File: src/rtl/midway_video_scanout.sv
// midway_video_scanout: raster timing, 1bpp bitmap fetch/serialiser and RST 1 / RST 2 interrupt source.
// Define FLIP_SCREEN_EN to build the cocktail-flip (180 degree rotation) path controlled by Flip.
module midway_video_scanout #(
  parameter int          H_TOTAL   = 320,
  parameter int          V_TOTAL   = 262,
  parameter int          V_ACTIVE  = 224,
  parameter int          HS_START  = 280,
  parameter int          HS_LEN    = 24,
  parameter int          VS_START  = 236,
  parameter int          VS_LEN    = 4,
  parameter int          MID_LINE  = 96,
  parameter logic [12:0] VRAM_BASE = 13'h0400
) (
  input  logic        Clock,
  input  logic        Reset_n,
  input  logic        Pix_Ce,
  output logic [12:0] Vid_Addr,
  output logic        Vid_Rd,
  input  logic [7:0]  Vid_Data,
  output logic [8:0]  Hcount,
  output logic [8:0]  Vcount,
  output logic        Pixel,
  output logic        Hblank,
  output logic        Vblank,
  output logic        Hsync,
  output logic        Vsync,
  output logic        Irq,
  output logic [7:0]  Irq_Vec,
  input  logic        Irq_Ack,
  input  logic        Flip
);

  localparam logic [8:0] H_LAST    = 9'(H_TOTAL - 1);
  localparam logic [8:0] V_LAST    = 9'(V_TOTAL - 1);
  localparam logic [8:0] V_ACT     = 9'(V_ACTIVE);
  localparam logic [8:0] HS_FIRST  = 9'(HS_START);
  localparam logic [8:0] HS_END    = 9'(HS_START + HS_LEN);
  localparam logic [8:0] VS_FIRST  = 9'(VS_START);
  localparam logic [8:0] VS_END    = 9'(VS_START + VS_LEN);
  localparam logic [8:0] MID       = 9'(MID_LINE);
  localparam logic [8:0] ACT_FIRST = 9'd8;
  localparam logic [8:0] ACT_END   = 9'd264;
  localparam logic [7:0] RST1_OP   = 8'hCF;
  localparam logic [7:0] RST2_OP   = 8'hD7;

  typedef enum logic [1:0] {IDLE, READ, LATCH} fetch_state_t;

  fetch_state_t state, state_nxt;
  logic [8:0]   h_nxt, v_nxt;
  logic         line_wrap, fetch_go, irq_event, pix_active;
  logic [7:0]   row;
  logic [4:0]   col;
  logic [12:0]  fetch_addr;
  logic [7:0]   load_byte;
  logic [7:0]   hold_p1;
  logic [7:0]   shift_p2;

`ifdef FLIP_SCREEN_EN
  localparam logic [7:0] ROW_LAST = 8'(V_ACTIVE - 1);

  logic flip_frame, flip_now;

  function automatic logic [7:0] bit_rev(input logic [7:0] b);
    logic [7:0] r;
    for (int i = 0; i < 8; i++) r[i] = b[7-i];
    return r;
  endfunction

  // The first fetch of a frame coincides with the Flip sample, so it sees Flip directly.
  assign flip_now  = (Vcount == 9'd0 && Hcount == 9'd0) ? Flip : flip_frame;
  assign row       = flip_now ? (ROW_LAST - Vcount[7:0]) : Vcount[7:0];
  assign col       = flip_now ? ~Hcount[7:3] : Hcount[7:3];
  assign load_byte = flip_frame ? bit_rev(hold_p1) : hold_p1;

  always_ff @(posedge Clock) begin
    if (!Reset_n)
      flip_frame <= 1'b0;
    else if (Pix_Ce && Vcount == 9'd0 && Hcount == 9'd0)
      flip_frame <= Flip;
  end
`else
  logic flip_unused;

  assign flip_unused = Flip;
  assign row         = Vcount[7:0];
  assign col         = Hcount[7:3];
  assign load_byte   = hold_p1;
`endif

  always_comb begin
    line_wrap  = (Hcount == H_LAST);
    h_nxt      = line_wrap ? 9'd0 : Hcount + 9'd1;
    v_nxt      = Vcount;
    if (line_wrap) v_nxt = (Vcount == V_LAST) ? 9'd0 : Vcount + 9'd1;
    fetch_go   = Pix_Ce && (Vcount < V_ACT) && !Hcount[8] && (Hcount[2:0] == 3'd0);
    irq_event  = Pix_Ce && line_wrap && (v_nxt == MID || v_nxt == V_ACT);
    fetch_addr = VRAM_BASE + {row, col};
    pix_active = (Vcount < V_ACT) && (Hcount >= ACT_FIRST) && (Hcount < ACT_END);
  end

  assign Pixel = shift_p2[0] & pix_active;

  always_ff @(posedge Clock) begin
    if (!Reset_n) state <= IDLE;
    else          state <= state_nxt;
  end

  always_comb begin
    state_nxt = state;
    Vid_Rd    = 1'b0;
    case (state)
      IDLE:    if (fetch_go) state_nxt = READ;
      READ: begin
        Vid_Rd    = 1'b1;
        state_nxt = LATCH;
      end
      LATCH:   state_nxt = IDLE;
      default: state_nxt = IDLE;
    endcase
  end

  always_ff @(posedge Clock) begin
    if (!Reset_n) begin
      Hcount   <= '0;
      Vcount   <= '0;
      Hblank   <= 1'b0;
      Vblank   <= 1'b0;
      Hsync    <= 1'b0;
      Vsync    <= 1'b0;
      Vid_Addr <= '0;
      hold_p1  <= '0;
      shift_p2 <= '0;
      Irq      <= 1'b0;
      Irq_Vec  <= '0;
    end else begin
      // Stage 0 -> 1: address issue, then RAM data captured one Clock after the read strobe.
      if (fetch_go)       Vid_Addr <= fetch_addr;
      if (state == LATCH) hold_p1  <= Vid_Data;
      // Stage 1 -> 2: raster advance; shifter reload at the last pixel of each 8-pixel group.
      if (Pix_Ce) begin
        Hcount   <= h_nxt;
        Vcount   <= v_nxt;
        Hblank   <= !((h_nxt >= ACT_FIRST) && (h_nxt < ACT_END));
        Vblank   <= (v_nxt >= V_ACT);
        Hsync    <= (h_nxt >= HS_FIRST) && (h_nxt < HS_END);
        Vsync    <= (v_nxt >= VS_FIRST) && (v_nxt < VS_END);
        shift_p2 <= (Hcount[2:0] == 3'd7) ? load_byte : {1'b0, shift_p2[7:1]};
      end
      // A line event outranks a simultaneous acknowledge.
      if (irq_event) begin
        Irq     <= 1'b1;
        Irq_Vec <= (v_nxt == MID) ? RST1_OP : RST2_OP;
      end else if (Irq_Ack) begin
        Irq <= 1'b0;
      end
    end
  end

endmodule
File: config.mk
export PLATFORM = sky130hd
export DESIGN_NAME = midway_video_scanout
export DESIGN_NICKNAME = d
export VERILOG_FILES = /design/src/rtl/midway_video_scanout.sv
export SDC_FILE = /design/constraint.sdc
export NUM_CORES = 1
export LEC_CHECK = 0
export BUFFER_PORTS_ARGS = -buffer_cell sky130_fd_sc_hd__buf_2
export CORE_ASPECT_RATIO = 0.75
export CORE_UTILIZATION = 55
export DETAILED_ROUTE_END_ITERATION = 12
export PLACE_DENSITY = 0.9
export SLEW_MARGIN = 20
export SYNTH_ARGS = -nofsm -noshare
export SYNTH_HDL_FRONTEND = slang
export SYNTH_SLANG_ARGS = --single-unit
File: constraint.sdc
create_clock -name Clock -period 2.3 [get_ports Clock]
set_input_delay 0.23 -clock Clock [delete_from_list [all_inputs] [get_ports Clock]]
set_output_delay 0.23 -clock Clock [all_outputs]
set_load 0.005 [all_outputs]
==> results.toml, run 1 <==
[sta]
max_freq_mhz = 467
setup_viol = 0
finalCritPeriodShare = 0.931
finalSetupTns_ns = 0
tightest_slew_ns = 0.518
period_needed_ns = 2.14
hold_violations = 0
fin_skew_ns = 0.00502
rsz0062_at_grt = "false"
slew_headroom = 0.655
drv_slew = 0

[power_and_ir_drop]
power.leakage_nw = 1.72
power_density_nw_per_um2 = 665
ir_drop_mv = 0.689
power_mw = 2.37
netSwitchingPower_mw = 0.520
p_int_mw = 1.85
seqPwrFrac = 0.440
combPwrFrac = 0.077
switching_share = 0.220
clock_power_share = 0.483

[critical_path]
r2r_setup_slack_ns = 0.16
path_class = "reg2reg"
worstSetupStartpointType = "flip-flop"
critPathBufInv = 0
r2r_start = "Hcount[1]"
startpoint = "Hcount[1]"
crit_family = "simple AND/OR/NAND/NOR gates"
cp_max_fo = 7
crit_path_cell_trace = "ha_1 > nand4bb_1 > nor2_4 > nand4_1 > xor2_2 > nand3_2 > o41ai_2"
cp_data_required_time_ns = 2.56
critical_path.slowest_cell = "dfxtp_1"
critPathCaptureType = "flip-flop"
cp.arrival_ns = 2.40
rr_worst_depth = 7
slowest_delay_ns = 0.44
timing.rr.end = "Vsync"

[place]
dpl_cell_area_um2 = 3310
globalplace.congestion = 0.892
dp_cells = 442
dp_hpwl_um = 4700
io_buffers = 56

[final_layout]
drive_above_1_share = 0.264
multi_input_area_um2 = 1680
final_util = 0.669
diodes = 0
design_area_um2 = 3560
syn_to_final_growth_pct = 17.1
final_nets = 397
stdcell_count = 458
seq_area_um2 = 1140
n_fill_cell = 416

[global_route]
antenna_found_initial = 0
grt_usage = 0.247
grt_pass1_wl_um = 10800
grt_max_degree = 36
gr-total-overflow = 0
grt_pass1_vias = 2292

[clock_network]
clk_latency_ns = 0.35
ctsResizeCount = 0
clk_pin_slew_ns = 0.07
hold_buffers = 0
postCtsSetupRepairBufs = 0
cts_buffers = 9
cts_buffer_depth = 2
cts.sinks = 57
clock_tree.root_cell = "clkbuf_8"
tritoncts = "built"
ctsHtreeMaxLevel = 3

[detailed_routing]
dr.pass1.iters = 4
drt_iter0_drc = 160
wl_per_cell_um = 14.6
drt_drc_violations_left = 0
vias = 2512
ant_nets = 0
wirelength_um = 6690
via_per_inst = 5.48

[yosys]
syn-cell-area_um2 = 3040
synth_cell_types = 60
syn_avg_cell_area_um2 = 9.08
synthCells = 335
ys_async_sr_fraction = 0
yosysWarnings = 0
yosysSeqAreaShare = 0.375
ys_ff_latch = 57
ys.flop_type = "dfxtp_1"
synth_nets = 354
synth_edf_count = 0

[floorplanning]
start_util = 0.571
core-area_um2 = 5320
die_w_um = 87.9
dieHeight_um = 66.4
rows = 23
fp.dieArea_um2 = 5830
io_pins = 59

[worst_hold_path]
min_path_cells = 3
hp-class = "in2reg"
worstHoldStart = "Vid_Data[5]"
holdPathEnd = "hold_p1[5]"

[outcome]
status = "finished clean"

[run]
max_cap_viol_count = 0
[cell usage in the layout (no fill, tap or decap), types with 3 or more instances in the layout]
| master | n |
|---|---|
| ha_1 | 5 |
| nor3_1 | 9 |
| nor2_1 | 13 |
| buf_2 | 56 |
| xor2_1 | 6 |
| nor2b_1 | 27 |
| a21boi_1 | 3 |
| dfxtp_1 | 57 |
| nand4_1 | 6 |
| a21boi_0 | 3 |
| a21oi_1 | 9 |
| bufinv_16 | 3 |
| inv_1 | 8 |
| nand2b_1 | 6 |
| clkbuf_8 | 10 |
| clkinv_2 | 3 |
| nand2_1 | 31 |
| o211a_1 | 12 |
| nand3_1 | 10 |
| mux2i_1 | 28 |
| xnor2_1 | 5 |
| buf_4 | 13 |
| o21ai_0 | 6 |
| and2_1 | 7 |
| and3_1 | 5 |
[layout make-up]
type / instances / share of cell area
multi-input cells: 233 / 0.470
flip-flops and latches: 57 / 0.320
repair buffers: 69 / 0.106
clock buffers: 10 / 0.0387
clock inverters: 6 / 0.0295
well taps: 75 / 0.0264
inverters: 8 / 0.00843
[power by group through the flow]
stage / clock [mW] / sequential [mW] / combinational, mW
global placement: 0 / 1.06 / 0.177
CTS: 1.16 / 1.04 / 0.183
global route: 1.21 / 1.04 / 0.202
floorplan: 0 / 1.06 / 0.131
finish: 1.14 / 1.04 / 0.183
detailed placement: 0 / 1.06 / 0.182
[state kept, by name, indices dropped and copies added (netlist names)]
name	flops
shift_p2	8
Vsync	1
Vcount	9
Vid_Addr	13
Irq	1
hold_p1	8
Irq_Vec	3
Hsync	1
Hcount	9
Vblank	1
state	2
Hblank	1
[how the worst max path moves through the flow]
stage | to | slack [ns] | cells past startpoint
after detailed placement | Vsync | 0.17 | 7
after CTS | Vsync | 0.15 | 7
after global routing | Vsync | 0.002 | 7
after floorplan | Vsync | 0.28 | 7
after global placement | Vsync | 0.26 | 7
final | Vsync | 0.16 | 7
[cells by family after synthesis]
family,Yosys count,synth area share
other,1,0.00123
adder cells (fa/ha/maj),6,0.0247
AND/OR/NAND/NOR,132,0.248
buffers and inverters,45,0.0770
multiplexers,29,0.0959
XOR/XNOR,12,0.0346
AO/OA/AOI/OAI,53,0.144
flip-flops,57,0.375
[routing by layer]
| metal | GRT usage | part of all wire | vias to the layer above |
|---|---|---|---|
| met3 | 0.0936 | 0.077 | 10 |
| met1 | 0.320 | 0.48 | 1155 |
| met4 | 0.0861 | 0.017 | 0 |
| met2 | 0.374 | 0.43 | 107 |
| met5 | 0 | 0 | - |
| li1 | - | - | 1240 |
[through the flow]
| stage | setup slack, ns | hold WS, ns |
|---|---|---|
| final | 0.159 | 0.136 |
| after global routing | 0.00166 | 0.132 |
| after CTS | 0.146 | 0.132 |
| after detailed placement | 0.165 | 0.440 |
| after global placement | 0.258 | 0.434 |
| after floorplan | 0.276 | 0.396 |
[cells in the mapped netlist, types with 7 or more instances]
cell	instances	area (um2)
dfxtp_1	57	1140
and2_1	7	43.8
clkbuf_1	13	48.8
nand3_1	10	50.1
mux2i_1	28	280
o211a_1	12	120
nor3_1	9	45.0
nor2_1	13	48.8
nor2b_1	27	169
xor2_1	7	61.3
buf_2	7	35.0
a21oi_1	9	45.0
nand2_1	31	116
buf_4	15	113
inv_1	8	30.0
[worst register-to-register path: cells and delay by family (launching register included)]
family	cells	cell delay, ns
simple gates	4	0.81
compound gates	1	0.32
flops	1	0.44
xor+xnor	1	0.23
fa+ha+maj	1	0.25
Power figures use the tool's default switching activity.
==> inputs of run 2 (changes only) <==
- SETUP_SLACK_MARGIN: unset -> 0.3
==> run 2 against run 1 <==
Die area stayed put; critical path type unchanged; hold slack better by 0.013 ns; sequential power hardly changed; maximum frequency is 6.6% higher; clock skew is 0.0075 ns higher; sequential cell count stayed put; register-to-register slack better by 0.13 ns; highest routed layer unchanged; non-clock buffer count is 3 higher.
==> results.toml, run 2 (synthesis results as in run 1) <==
[outcome]
status = "finished clean"

[detailed_routing]
ant_nets = 0
wl_per_cell_um = 15.4
dr.pass1.iters = 5
vias = 2620
wirelength_um = 7110
drt_iter0_drc = 213
via_per_inst = 5.68
drt_drc_violations_left = 0

[sta]
finalSetupTns_ns = 0
finalWorstSetupSlack_ns = 0.292
max_freq_mhz = 498
rsz0062_at_grt = "true"
setup_viol = 0
fin_skew_ns = 0.0125
tightest_slew_ns = 0.523
finalCritPeriodShare = 0.873
slew_headroom = 0.652
hold_violations = 0
drv_slew = 0
period_needed_ns = 2.01

[floorplanning]
core-area_um2 = 5320
dieHeight_um = 66.4
io_pins = 59
fp.dieArea_um2 = 5830
die_w_um = 87.9
start_util = 0.571
rows = 23

[clock_network]
clk_pin_slew_ns = 0.07
cts_buffer_depth = 2
hold_buffers = 0
cts_buffers = 9
clk_latency_ns = 0.35
clock_tree.root_cell = "clkbuf_8"
tritoncts = "built"
ctsHtreeMaxLevel = 3
cts.sinks = 57

[global_route]
antenna_found_initial = 0
gr-total-overflow = 0
grt_max_degree = 34
grt_pass1_vias = 2437
grt_usage = 0.251
grt_pass1_wl_um = 11200

[place]
dp_hpwl_um = 4840
dp_slack_ns = 0.179
globalplace.congestion = 0.904
io_buffers = 56

[worst_hold_path]
holdPathEnd = "hold_p1[7]"
worstHoldStart = "Vid_Data[7]"
min_path_cells = 3
hp-class = "in2reg"

[run]
max_cap_viol_count = 0

[final_layout]
biggestRegsByFlops = "Vid_Addr (13), Hcount (9), Vcount (9)"
mostFrequentLayoutCell = "buf_2"
syn_to_final_growth_pct = 19.3
regMostFlops = "Vid_Addr"
drive_above_1_share = 0.301
final_nets = 400
largest_reg_flops = 13
n_fill_cell = 395
layout_common_cells = "56 x buf_2, 52 x dfxtp_1, 31 x nand2_1"
diodes = 0

[critical_path]
path_class = "reg2reg"
r2r_setup_slack_ns = 0.29
rr_worst_depth = 7
worstSetupStartpointType = "flip-flop"
cp.arrival_ns = 2.26
cp_max_fo = 8
timing.rr.end = "Vsync"
crit_path_cell_trace = "buf_4 > nand3_1 > nor4_1 > o21ai_0 > o21ai_2 > nand3_2 > o41ai_2"
critPathBufInv = 1
r2r_start = "Vcount[0]"
cp_data_required_time_ns = 2.55
slowest_delay_ns = 0.38
critical_path.slowest_cell = "dfxtp_1"
crit_family = "simple AND/OR/NAND/NOR gates"
critPathCaptureType = "flip-flop"

[power_and_ir_drop]
p_int_mw = 1.77
clock_power_share = 0.464
combPwrFrac = 0.084
netSwitchingPower_mw = 0.528
power_density_nw_per_um2 = 634
seqPwrFrac = 0.452
switching_share = 0.230
power.leakage_nw = 1.75
ir_drop_mv = 0.508
[run 2: cell types whose count changed in the layout (fill, tap and decap cells not counted), moves of 2 or more]
| cell | delta |
|---|---|
| dfxtp_2 | +5 |
| dfxtp_1 | -5 |
| buf_4 | +3 |
| and3_2 | +2 |
| and3_1 | -2 |
[run 2: how the worst max path moves through the flow]
| stage | startpoint | endpoint | slack, ns | cells past startpoint |
|---|---|---|---|---|
| after floorplan | Hcount[0] | Vsync | 0.33 | 7 |
| after CTS | Hcount[0] | Vsync | 0.27 | 6 |
| after global placement | Vcount[1] | Vsync | 0.26 | 7 |
| after detailed placement | Vcount[1] | Vsync | 0.18 | 7 |
| after global routing | Hcount[0] | Vblank | 0.22 | 7 |
| final | Vcount[0] | Vsync | 0.29 | 7 |
[run 2: repair_timing]
action,CTS,global route
pin swaps,0,3
setup buffers,0,2
setup endpoints to repair,7,12
endpoints found under the hold margin,0,0
resized for setup,4,11
[run 2: layout make-up]
type	count	area, um2	area share
inverter	8	30.0	0.00828
clock buffer	11	151	0.0417
clock inverter	5	77.6	0.0214
multi-input combinational	233	1730	0.476
timing repair buffer	72	400	0.110
tap	75	93.8	0.0259
sequential	57	1150	0.316
[run 2: metrics by stage]
| step | instances | total power, mW | hold WS (ns) | util | instance area (um2) |
|---|---|---|---|---|---|
| after global placement | 443 | 1.24 | 0.432 | 0.623 | 3320 |
| final | 461 | 2.30 | 0.149 | 0.681 | 3630 |
| after floorplan | 335 | 1.19 | 0.396 | - | 3040 |
| after CTS | 459 | 2.31 | 0.149 | 0.670 | 3570 |
| after global routing | 461 | 2.38 | 0.152 | 0.681 | 3630 |
| after detailed placement | 443 | 1.25 | 0.458 | 0.623 | 3320 |
[run 2: metal layers]
metal,GRT usage,vias to the layer above,part of all wire
li1,-,1250,-
met3,0.0824,14,0.065
met1,0.311,1253,0.44
met4,0.113,0,0.014
met2,0.395,103,0.48
met5,0,-,0
[run 2: worst min-delay path: cells and delay by family]
| kind | cells | cell delay (ns) |
|---|---|---|
| mux | 1 | 0.06 |
| simple gates | 1 | 0.10 |
| buf+inv | 1 | 0.08 |
[run 2: power by group through the flow]
stage	logic, mW	clock network, mW	registers, mW
finish	0.194	1.07	1.04
global route	0.213	1.13	1.04
CTS	0.192	1.08	1.04
detailed placement	0.191	0	1.06
global placement	0.182	0	1.06
floorplan	0.131	0	1.06
==> inputs of run 3 (changes only) <==
- CORE_UTILIZATION: 55 -> 50
- PLACE_DENSITY: 0.9 -> 0.87
- SLEW_MARGIN: 20 -> unset
- clock period: 2.3 -> 1.8 ns (I/O delays scaled with it)
==> run 3 against run 2 <==
The run now ends with negative setup slack left; final area is 18% higher; hold slack got worse by 0.064 ns; wire length rose by 23%; sequential share of layout area down 4.3 points; sequential power is 27% higher; final cell count grew 8.0%; critical path depth decreased by 1; core utilization rose by 5.3 points; critical path type unchanged; critical endpoint is now Irq_Vec[3].
==> results.toml, run 3 (synthesis results as in run 1) <==
[clock_network]
clock_tree.root_cell = "clkbuf_8"
clk_pin_slew_ns = 0.07
cts_buffer_depth = 2
clk_latency_ns = 0.35
hold_buffers = 0
cts_buffers = 9
cts.sinks = 57
ctsHtreeMaxLevel = 3
tritoncts = "built"

[floorplanning]
core-area_um2 = 5830
fp.dieArea_um2 = 6400
io_pins = 59
die_w_um = 92.0
start_util = 0.522
rows = 24
dieHeight_um = 69.5

[sta]
finalWorstSetupSlack_ns = -0.0199
period_needed_ns = 1.82
finalSetupTns_ns = -0.0406
tightest_slew_ns = 0.515
finalCritPeriodShare = 1.01
drv_slew = 0
hold_violations = 0
slew_headroom = 0.656
rsz0062_at_grt = "true"
setup_viol = 3
max_freq_mhz = 549
fin_skew_ns = 0.00970

[final_layout]
multi_input_area_um2 = 2020
drive_above_1_share = 0.462
seq_area_um2 = 1170
mostFrequentLayoutCell = "buf_2"
layout_common_cells = "56 x buf_2, 45 x dfxtp_1, 38 x buf_4"
regMostFlops = "Vid_Addr"
diodes = 0
biggestRegsByFlops = "Vid_Addr (13), Hcount (9), Vcount (9)"
syn_to_final_growth_pct = 40.6
n_fill_cell = 379
final_nets = 435
largest_reg_flops = 13

[power_and_ir_drop]
power.leakage_nw = 1.98
power_mw = 2.93
ir_drop_mv = 0.569
power_density_nw_per_um2 = 686

[critical_path]
rr_worst_depth = 6
critical_path.slowest_cell = "or4_4"
r2r_start = "Vcount[3]"
cp_data_required_time_ns = 2.03
crit_path_cell_trace = "or4_4 > o21ai_2 > o22ai_2 > a31oi_4 > nand4_4 > mux2i_1"
critPathBufInv = 0
slowest_delay_ns = 0.56
worstSetupStartpointType = "flip-flop"
path_class = "reg2reg"
cp.arrival_ns = 2.05
critical_path_depth = 6
startpoint = "Vcount[3]"
crit_family = "simple AND/OR/NAND/NOR gates"
critPathCaptureType = "flip-flop"
cp_max_fo = 4

[run]
max_cap_viol_count = 0

[global_route]
grt_max_degree = 41
antenna_found_initial = 0
grt_pass1_wl_um = 12900
grt_pass1_vias = 2620
gr-total-overflow = 0
grt_usage = 0.262

[detailed_routing]
dr.pass1.iters = 5
wirelength_um = 8740
via_per_inst = 5.73
vias = 2852
ant_nets = 0
drt_drc_violations_left = 0
wl_per_cell_um = 17.6
drt_iter0_drc = 227

[place]
io_buffers = 56
globalplace.congestion = 0.900
dp_hpwl_um = 5170

[outcome]
violations = "negative setup slack"
status = "finished, violations left"

[worst_hold_path]
hp-class = "in2reg"
min_path_cells = 3
worstHoldStart = "Vid_Data[1]"
[run 3: area by class of cell]
| type | instances | share of cell area |
|---|---|---|
| Clock buffer | 13 | 0.0372 |
| Clock inverter | 2 | 0.00878 |
| Inverter | 8 | 0.00761 |
| Multi-Input combinational cell | 233 | 0.472 |
| Sequential cell | 57 | 0.273 |
| Tap cell | 78 | 0.0228 |
| Timing Repair Buffer | 107 | 0.178 |
[run 3: power by group]
group	internal, mW	switching, mW
Clock	0.708	0.530
Combinational	0.195	0.178
Sequential	1.29	0.0289
[run 3: final timing paths]
path	endpoint	slack, ns
worst max-delay path	Irq_Vec[3]	-0.02
worst min-delay path	hold_p1[1]	0.08
worst min register to register	Hsync	0.48
worst max register to register	Irq_Vec[3]	-0.02
[run 3: tightest hold or removal path, stage by stage]
cell     delay, ns
buf_2         0.07
mux2i_1       0.05
nor2b_1       0.09
[run 3: layer usage]
| layer | GRT usage | wire length (um) |
|---|---|---|
| met1 | 0.319 | 3650 |
| met2 | 0.444 | 4260 |
| met3 | 0.0888 | 625 |
| met4 | 0.0677 | 206 |
| met5 | 0 | 0 |
[run 3: through the flow]
| stage | cell area, um2 | hold slack (ns) | setup slack [ns] | util | std cells |
|---|---|---|---|---|---|
| after floorplan | 3190 | 0.346 | 0.103 | - | 335 |
| after global placement | 3560 | 0.432 | 0.0680 | 0.611 | 461 |
| after detailed placement | 3560 | 0.444 | 0.0178 | 0.611 | 461 |
| after CTS | 4030 | 0.0872 | 0.0254 | 0.691 | 489 |
| after global routing | 4280 | 0.0888 | -0.0858 | 0.734 | 498 |
| final | 4280 | 0.0850 | -0.0199 | 0.734 | 498 |
[run 3: repair_timing]
action,in CTS,in global routing
pin swaps,19,16
gates resized for setup,31,43
setup endpoints to repair,35,42
buffers inserted,10,9
hold endpoints to repair,0,0
gates cloned,3,0
